--- config.mk ---
export PLATFORM = sky130hd
export DESIGN_NAME = ab_step_monitor
export DESIGN_NICKNAME = d
export VERILOG_FILES = /design/src/rtl/ab_step_monitor.sv
export SDC_FILE = /design/constraint.sdc
export NUM_CORES = 1
export LEC_CHECK = 0
export CAP_MARGIN = 5
export CORE_MARGIN = 3
export CORE_UTILIZATION = 54
export CTS_BUF_LIST = sky130_fd_sc_hd__clkbuf_16
export DETAILED_ROUTE_END_ITERATION = 16
export PLACE_DENSITY_LB_ADDON = 0.12
export SYNTH_ARGS = -nofsm -noshare
export SYNTH_HDL_FRONTEND = slang
export SYNTH_SLANG_ARGS = --single-unit
--- constraint.sdc ---
create_clock -name clk -period 3.51 [get_ports clk]
set_input_delay 0.702 -clock clk [delete_from_list [all_inputs] [get_ports clk]]
set_output_delay 0.702 -clock clk [all_outputs]
set_load 0.02 [all_outputs]
--- src/rtl/ab_step_monitor.sv ---
// Watches the two-bit {A,B} counter state and decodes each sample into up/down steps,
// holds and illegal jumps, tracking position, revolutions, stall and error history.
module ab_step_monitor #(
    parameter int POS_W        = 8,
    parameter int REV_W        = 4,
    parameter int ERR_W        = 4,
    parameter int STALL_CYCLES = 8
) (
    input  logic             clk,
    input  logic             reset,
    input  logic             A,
    input  logic             B,
    input  logic             clr,
    output logic             step,
    output logic             dir,
    output logic [POS_W-1:0] position,
    output logic [REV_W-1:0] revs,
    output logic             stall,
    output logic             err,
    output logic [ERR_W-1:0] err_count
);

    localparam logic [1:0] S_INIT    = 2'd0;
    localparam logic [1:0] S_TRACK   = 2'd1;
    localparam logic [1:0] S_STALLED = 2'd2;

    localparam int              HOLD_W   = $clog2(STALL_CYCLES + 1);
    localparam logic [HOLD_W-1:0] HOLD_MAX = HOLD_W'(STALL_CYCLES);

    logic [1:0]        state;
    logic [1:0]        prev;
    logic [1:0]        cur;
    logic [1:0]        delta;
    logic [HOLD_W-1:0] hold_cnt;
    logic [HOLD_W-1:0] hold_inc;

    assign cur      = {A, B};
    assign delta    = cur - prev;
    assign hold_inc = (hold_cnt == HOLD_MAX) ? hold_cnt : hold_cnt + HOLD_W'(1);
    // stall is a pure decode of the state register, so it is still glitch-free and registered.
    assign stall    = (state == S_STALLED);

    // NOTE: all state here uses non-blocking assignments so every register samples
    // the pre-edge values of the others; blocking would chain updates within one edge.
    always_ff @(posedge clk or posedge reset) begin
        if (reset) begin
            state     <= S_INIT;
            prev      <= 2'd0;
            hold_cnt  <= '0;
            step      <= 1'b0;
            dir       <= 1'b0;
            position  <= '0;
            revs      <= '0;
            err       <= 1'b0;
            err_count <= '0;
        end else begin
            step <= 1'b0;
            if (clr) begin
                state     <= S_INIT;
                hold_cnt  <= '0;
                dir       <= 1'b0;
                position  <= '0;
                revs      <= '0;
                err       <= 1'b0;
                err_count <= '0;
            end else if (state == S_INIT) begin
                prev  <= cur;
                state <= S_TRACK;
            end else begin
                prev <= cur;
                case (delta)
                    2'd0: begin
                        hold_cnt <= hold_inc;
                        if (state == S_TRACK && hold_inc == HOLD_MAX)
                            state <= S_STALLED;
                    end
                    2'd1: begin
                        step     <= 1'b1;
                        dir      <= 1'b1;
                        position <= position + POS_W'(1);
                        if (prev == 2'd3 && cur == 2'd0)
                            revs <= revs + REV_W'(1);
                        hold_cnt <= '0;
                        state    <= S_TRACK;
                    end
                    2'd3: begin
                        step     <= 1'b1;
                        dir      <= 1'b0;
                        position <= position - POS_W'(1);
                        if (prev == 2'd0 && cur == 2'd3)
                            revs <= revs - REV_W'(1);
                        hold_cnt <= '0;
                        state    <= S_TRACK;
                    end
                    default: begin
                        err <= 1'b1;
                        if (err_count != {ERR_W{1'b1}})
                            err_count <= err_count + ERR_W'(1);
                        hold_cnt <= '0;
                        state    <= S_TRACK;
                    end
                endcase
            end
        end
    end

endmodule
# == Yosys cells after proc, flatten, opt, wreduce, memory -nomap -nowiden ==
# Index checks and enable logic that the tools add are counted.
# word_totals
wordCells,74
register_bits,27
inputBits,5
output_inout_bits,20
# op_classes
n_mux,29
reduce_logical,15
n_eq_ne,14
addsub,7
# op_table
op,n
$mux W4,12
$mux W8,2
$pmux W8 S2,1
$add A4 B1 Y4 const B,3
$add A8 B1 Y8 const B,1
$eq A2 B2 Y1 const B,4
$eq A4 B4 Y1 const B,2
$logic_not A2 Y1,4
$mux W1,8
$mux W2,4
$ne A4 B4 Y1 const B,2
$pmux W4 S2,1
$sub A8 B1 Y8 const B,1
$ne A3 B3 Y1 const B,2
$eq A2 B1 Y1 const B,2
$reduce_and A2 Y1,2
$reduce_and A4 Y1,1
$sub A4 B1 Y4 const B,1
$logic_and A1 B1 Y1,3
$reduce_and A3 Y1,1
$reduce_bool A3 Y1,1
$reduce_or A3 Y1,1
$ne A2 B1 Y1 const B,1
$ne A2 B2 Y1 const B,1
other kinds (4),4

# == Longest topological paths before layout ==
# Gate-level depths: netlist of run 1.
# logic_depth
ltp_word,8
depth_mapped,11
ltp_nobuf,11

# == Worst setup path after synthesis of run 1 ==
# Ideal clock, no wire load.
# synth_timing
path_kind,input -> register
startpoint,input B
endpoint,register position[6]
setup_slack_ps,541
path_stages,11
setup_time_ps,124
arrival_ps,2845
path_cell_list,inv_1 -> ha_1 -> xor3_1 -> nand2_1 -> inv_1 -> ha_1 -> a31oi_1 -> o21ai_0 -> a221oi_1 -> nor4_1 -> a211o_1
# synth_between
elab_chain_cells,5
word_cells_on_any_way,8
cone_classes,add/sub: 1; eq/ne: 2; mux: 3; reduce/logical: 2
# synth_rtl
item,line_no,source
start: declaration,12,"input logic B,"
$sub A2 B2 Y2 (*),38,assign delta = cur - prev;
$eq A2 B2 Y1 or $eq A2 B1 Y1 (tied branches),71,case (delta)
$pmux W8 S2,71,
$mux W8,66,end else if (state == S_INIT) begin
$mux W8,58,if (clr) begin
end signal: assignment,80,position <= position + POS_W'(1);
end signal: assignment,89,position <= position - POS_W'(1);
end: declaration,16,"output logic [POS_W-1:0] position,"
# Mark *: on every way between the ends. The rest lies on a longest branch, timed or not. The select of a mux whose other input is x is not followed.
# A chain may end at the register's enable or synchronous reset.

# == Worst setup path in the final report of run 1 ==
# layout_timing
startpoint,input A
endpoint,register position[7]
# layout_between
elab_chain_cells,5
word_cells_on_any_way,8
cone_classes,add/sub: 1; eq/ne: 2; mux: 3; reduce/logical: 2
# layout_rtl
item,line_no,source
start: declaration,11,"input logic A,"
$sub A2 B2 Y2 (*),38,
$eq A2 B2 Y1 or $eq A2 B1 Y1 (tied branches),71,
$pmux W8 S2,71,
$mux W8,66,
$mux W8,58,
# Marks and branches as above.

==> run metrics, run 1 <==
status finished clean; Site Rows 20; Tightest Pin Transition 1.05 ns; H-tree levels 1; Antenna Cells 0; CP arrival 3.39 ns; RSZ-0062 raised after global routing false; layout cells sized above 1 0.0645; Die X roughly 63 um; Seq/Total Area, Yosys 0.382; Detailed Place HPWL 2.87 mm; hold slack 0.511 ns; Synth Area in XOR/XNOR 0.0956; initial antenna violation count 0; core area between 3000 and 4000 sq um; crit-path cells clkdlybuf4s50_1 -> xor3_1 -> nand2_1 -> inv_1 -> ha_1 -> o21a_1 -> o21ai_0 -> a2111oi_0 -> a221oi_2 -> nand4b_1; maximum vdd drop ~0.00025 V; Final Core Density 0.698; Initial DRC Count 87; Post-Syn Instances 191; final wirelength 3.92 mm; clock root buffer clkbuf_16; Syn Nets 206; crit path from A; Rel. slew slack 0.301; filler instances 254; Vias/cell 5.76; Most used DFF post-synth dfrtp_1; count of final setup violators 0; worst setup margin 0.311 ns; final net count 233; Setup TNS 0 ns; post-synth top area share 0.382; mux contribution to synthesized area 0.0290; Critical Path Max Stage Delay slightly above 0.6 ns; Tot GR Track Use 0.210; CP max stage cell a2111oi_0; setup bufs post-CTS 0; DRC 0; Wirelength per Cell 15.0 um; Max Cap Violations 0; worst-skew pair later-pin latency 0.26 ns; CP endpoint kind register; first-pass GRT wire length between 6 and 7 mm; Hold WC Path Type register to register; area of the multi-input gates 1010 sq um; Synth Area in Adders 0.0708; post-route ant nets 0; largest area contributor in the netlist dfrtp_1; Final Hold Vio Count 0; Reg area 676 sq um; Post-Synth Simple-Gate Area 0.188; Resized cells post-CTS 0; synth unique cells 50; largest family of logic cells by synthesized area compound AO/OA/AOI/OAI gates; fmax 0.313 GHz; number of synthesized register bits 27; gr ovfl total 0; I/O Buffers 24; Pleak 0.913 nW; Tmin final 3.20 ns; CTS tree yes; post-synthesis compound-gate area fraction 0.189; synthesized area per cell slightly above 9 sq um; Clock Path Buffers 2; critical-path maximum fanout 7; die height approximately 63 um; Clock Skew around 0.005 ns; die area 3990 sq um; Area Overhead vs Synth 21.6%; clk slew on worst S/H paths 0.07 ns; Synth warnings 0; via count 1503; Slew Limit Fails 0; clk sinks 27; Tcrit/Tclk final 0.911; Post-synth EDFFs 0; Power Total 881 uW; Setup crit start kind primary input; Synth top cells by count 27 x dfrtp_1, 27 x nor2_1, 14 x nand2_1; cts hold-fix bufs 0; ys async rst share 1.00; CTS Buf Count 3; Starting Density 0.574; Pwr Density 410 nW/um^2; drt pass-1 iters 4; dpl ws 0.0186 ns; Worst R2R Start prev[0]$_DFFE_PP0N_; main area contributors after synthesis dfrtp_1 38%, ha_1 7.1%, nor2_1 5.7%, xnor2_1 4.0%, nand2_1 3.0%; Top Ports 25; Setup CP Type primary input to register; GPL Wtd Cong 0.800; Syn Std Cell Area 1770 sq um; largest net degree at the start of global routing 32; Min-Delay Startpoint err$_DFFE_PP0P_; Req. time, crit path approximately 3.7 ns; vias in the first global route 1485
-- state kept, by name (all words and copies together) (netlist names) --
name       flops
step           1
revs           4
position       8
err_count      4
err            1
dir            1
hold_cnt       4
state          2
prev           2
-- power by group --
| part | internal, mW | switching (mW) | leakage, nW | total, mW |
|---|---|---|---|---|
| sequential | 0.331 | 0.0271 | 0.365 | 0.359 |
| combinational | 0.117 | 0.143 | 0.508 | 0.260 |
| clock | 0.154 | 0.109 | 0.0409 | 0.263 |
| total | 0.602 | 0.279 | 0.913 | 0.881 |
-- cells by family after synthesis --
family                   after synthesis
adder cells (fa/ha/maj)               10
flip-flops                            27
buffers and inverters                 19
AND/OR/NAND/NOR                       69
XOR/XNOR                              16
multiplexers                           5
AO/OA/AOI/OAI                         45
-- final cells by class --
class,count,share of cell area
Inverter,11,0.0192
Clock buffer,3,0.0349
Timing Repair Buffer,30,0.133
Clock inverter,1,0.00233
Multi-Input combinational cell,145,0.471
Sequential cell,27,0.315
Tap cell,44,0.0256
-- worst max-delay path, delay by kind of cell --
family / cells / cell delay [ns]
AO/OA/AOI/OAI: 4 / 0.92
buffers and inverters: 2 / 0.68
XOR/XNOR: 1 / 0.44
adder cells (fa/ha/maj): 1 / 0.39
AND/OR/NAND/NOR: 2 / 0.25
-- path summary, 6_finish.rpt --
kind / cells after the start / slack [ns] / end
max: 10 / 0.31 / position[7]$_DFFE_PP0P_
min: 2 / 0.51 / err$_DFFE_PP0P_
max reg2reg: 10 / 0.90 / position[7]$_DFFE_PP0P_
min reg2reg: 2 / 0.51 / err$_DFFE_PP0P_
max in group asynchronous: 2 / 1.87 / position[4]$_DFFE_PP0P_
min in group asynchronous: 2 / 1.01 / hold_cnt[3]$_DFFE_PP0P_
-- through the flow --
| stage | instances | area, sq um |
|---|---|---|
| 2_1_floorplan | 191 | 1770 |
| 3_3_place_gp | 257 | 2070 |
| 3_5_place_dp | 257 | 2070 |
| 4_1_cts | 261 | 2150 |
| 5_1_grt | 261 | 2150 |
| 6_report | 261 | 2150 |
-- routing by layer --
metal / vias up / track usage / part of all wire
met5: - / 0 / 0
met4: 0 / 0.0458 / 0.010
met3: 6 / 0.0392 / 0.037
met2: 29 / 0.339 / 0.46
met1: 723 / 0.295 / 0.49
li1: 745 / - / -
-- cell usage in the layout (no fill, tap or decap), types with 2 or more instances in the layout --
| cell | netlist | routed |
|---|---|---|
| mux2i_1 | 4 | 4 |
| xnor2_1 | 8 | 8 |
| buf_4 | 0 | 6 |
| dfrtp_1 | 27 | 27 |
| a211oi_1 | 4 | 4 |
| a31oi_1 | 3 | 3 |
| clkbuf_16 | 0 | 3 |
| ha_1 | 10 | 10 |
| a2111oi_0 | 2 | 2 |
| clkdlybuf4s50_1 | 0 | 24 |
| and3_1 | 2 | 2 |
| inv_1 | 11 | 11 |
| nand4_1 | 3 | 3 |
| o31ai_1 | 3 | 3 |
| or3_1 | 2 | 2 |
| nor3_1 | 5 | 5 |
| o21ai_0 | 10 | 10 |
| o21a_1 | 2 | 2 |
| nand3_1 | 3 | 3 |
| a21oi_1 | 5 | 5 |
| nor3b_1 | 2 | 2 |
| nor2_1 | 27 | 27 |
| a221oi_1 | 2 | 2 |
| xor2_1 | 6 | 6 |
| nor2b_1 | 2 | 2 |
| nand2_1 | 14 | 14 |
| and2_1 | 3 | 3 |
(Power assumes the default switching activity.)
==> run 2, diff against run 1 <==
- SLEW_MARGIN: not set -> 15
==> results of run 2 <==
Same layout as run 1: the final DEF is identical, and so are final timing and power.
==> run 3, diff against run 2 <==
- CORE_UTILIZATION: 54 -> 55
- CTS_BUF_LIST: sky130_fd_sc_hd__clkbuf_16 -> sky130_fd_sc_hd__clkbuf_4
==> run 3 against run 2 <==
Net effect: routed wire length rose by 0.82%; combinational power barely moved; clock skew rose by 0.0059 ns; via count rose by 2.9%; worst setup slack improved by 0.040 ns; die area fell by 1.7%; final cell count fell by 0.77%; non-clock buffer count did not move; clock power fell by 45%; utilization rose by 2.5 points; global-route usage rose by 1.2 points; critical path type unchanged; critical endpoint unchanged.
==> run metrics, run 3 (same netlist as run 1, synthesis figures left out) <==
status finished clean; Critical Path Max Stage Delay 0.58 ns; Final Hold Vio Count 0; Critical path destination position[7]$_DFFE_PP0P_; clock root buffer clkbuf_4; Reg area slightly below 700 sq um; DRC 0; Resized cells post-CTS 0; first-pass GRT wire length 7.24 mm; CTS Buf Count 3; Tmin final 3.16 ns; hold slack 0.526 ns; Tightest Pin Transition around 1 ns; core area between 2000 and 3000 sq um; H-tree levels 1; Worst R2R Start prev[0]$_DFFE_PP0N_; Power Total approximately 760 uW; R2R Setup Slk between 0.7 and 0.8 ns; Setup crit start kind primary input; drt pass-1 iters 4; Tot GR Track Use 0.222; switch share 0.345; cts hold-fix bufs 0; worst setup margin 0.351 ns; vias in the first global route 1589; Setup CP Type primary input to register; Detailed Place HPWL 2.98 mm; crit-path cells clkdlybuf4s50_1 -> inv_1 -> ha_1 -> xor3_1 -> nand2_1 -> inv_1 -> ha_1 -> o21a_1 -> o21ai_0 -> a2111oi_0 -> a221oi_2 -> nand4b_1; area of the multi-input gates 1010 sq um; initial antenna violation count 0; Pleak 0.887 nW; CP arrival 3.44 ns; Placed Area 2070 sq um; Worst Reg-to-Reg Cells 10; Starting Density 0.609; Max Cap Violations 0; Slew Limit Fails 0; via count ~1500; clk slew on worst S/H paths ~0.15 ns; Sequential Power Share 0.469; Vias/cell 5.97; final net count around 230; largest net degree at the start of global routing 28; clock share of power 0.190; Hold WC Path Type register to register; Rel. slew slack 0.347; Design Area, Final 2100 sq um; Psw about 260 uW; layout cells sized above 1 0.0645; CP endpoint kind register; Tcrit/Tclk final 0.900; Clock Skew around 0.011 ns; gr ovfl total 0; worst-skew pair later-pin latency between 0.3 and 0.4 ns; crit path from B; maximum vdd drop 0.000224 V; Die X about 63 um; final wirelength between 3 and 4 mm; Largest Register position; count of final setup violators 0; CP max stage cell a2111oi_0; Comb pwr share 0.340; RSZ-0062 raised after global routing false; filler instances 248; fmax 0.317 GHz; critical-path maximum fanout 7; most frequent cells in the layout 27 x nor2_1, 27 x dfrtp_1, 24 x clkdlybuf4s50_1; GPL Wtd Cong 0.839; I/O Buffers 24; die area roughly 4000 sq um; Pwr Density approximately 360 nW/um^2; Wirelength per Cell 15.3 um; die height 62.7 um; capturing point of the worst reg2reg path position[7]$_DFFE_PP0P_; setup bufs post-CTS 0; max reg flops 8; Top Ports 25; Clock Path Buffers 2; Req. time, crit path 3.79 ns; Area Overhead vs Synth 18.6%; post-route ant nets 0; clk sinks 27; Antenna Cells 0; Site Rows 19; Initial DRC Count 68; dpl ws 0.0433 ns; internal power around 500 uW; Setup TNS 0 ns; CTS tree yes
## run 3: cell types whose count changed in the layout (fill, tap and decap cells not counted), sizes merged
cell,before,now
clkbuf,3,4
inv,11,10
## run 3: metal layers
metal,up-vias,part of all wire,GRT usage
met5,-,0,0
met4,0,0.0086,0.0634
met3,4,0.039,0.0378
met2,32,0.50,0.377
met1,764,0.45,0.291
li1,746,-,-
## run 3: power groups by stage
stage,clock (mW),combinational [mW],sequential (mW)
CTS,0.147,0.260,0.358
detailed placement,0,0.259,0.364
finish,0.145,0.260,0.358
global placement,0,0.252,0.362
global route,0.162,0.289,0.362
floorplan,0,0.161,0.376
## run 3: layout make-up
type	count	share of cell area
inverter	11	0.0197
multi-input combinational	145	0.482
clock buffer	4	0.0143
sequential	27	0.322
timing repair buffer	30	0.136
tap	42	0.0251
## run 3: worst min path at each step
| stage | startpoint | to | slack [ns] | cells past startpoint |
|---|---|---|---|---|
| floorplan | prev[0]$_DFFE_PP0N_ | prev[0]$_DFFE_PP0N_ | 0.50 | 2 |
| global placement | err$_DFFE_PP0P_ | err$_DFFE_PP0P_ | 0.48 | 2 |
| detailed placement | err$_DFFE_PP0P_ | err$_DFFE_PP0P_ | 0.51 | 2 |
| CTS | err$_DFFE_PP0P_ | err$_DFFE_PP0P_ | 0.54 | 2 |
| global route | err$_DFFE_PP0P_ | err$_DFFE_PP0P_ | 0.55 | 2 |
| finish | err$_DFFE_PP0P_ | err$_DFFE_PP0P_ | 0.53 | 2 |
## run 3: stage by stage
stage	utilization	instances
detailed placement	0.712	255
global route	0.723	259
CTS	0.723	259
global placement	0.712	255
floorplan	-	191
finish	0.723	259
## run 3: critical path: cells and delay by family
| kind | cells | cell delay [ns] |
|---|---|---|
| xor+xnor | 1 | 0.27 |
| buf+inv | 3 | 0.67 |
| fa+ha+maj | 2 | 0.65 |
| compound gates | 4 | 0.91 |
| simple gates | 2 | 0.25 |
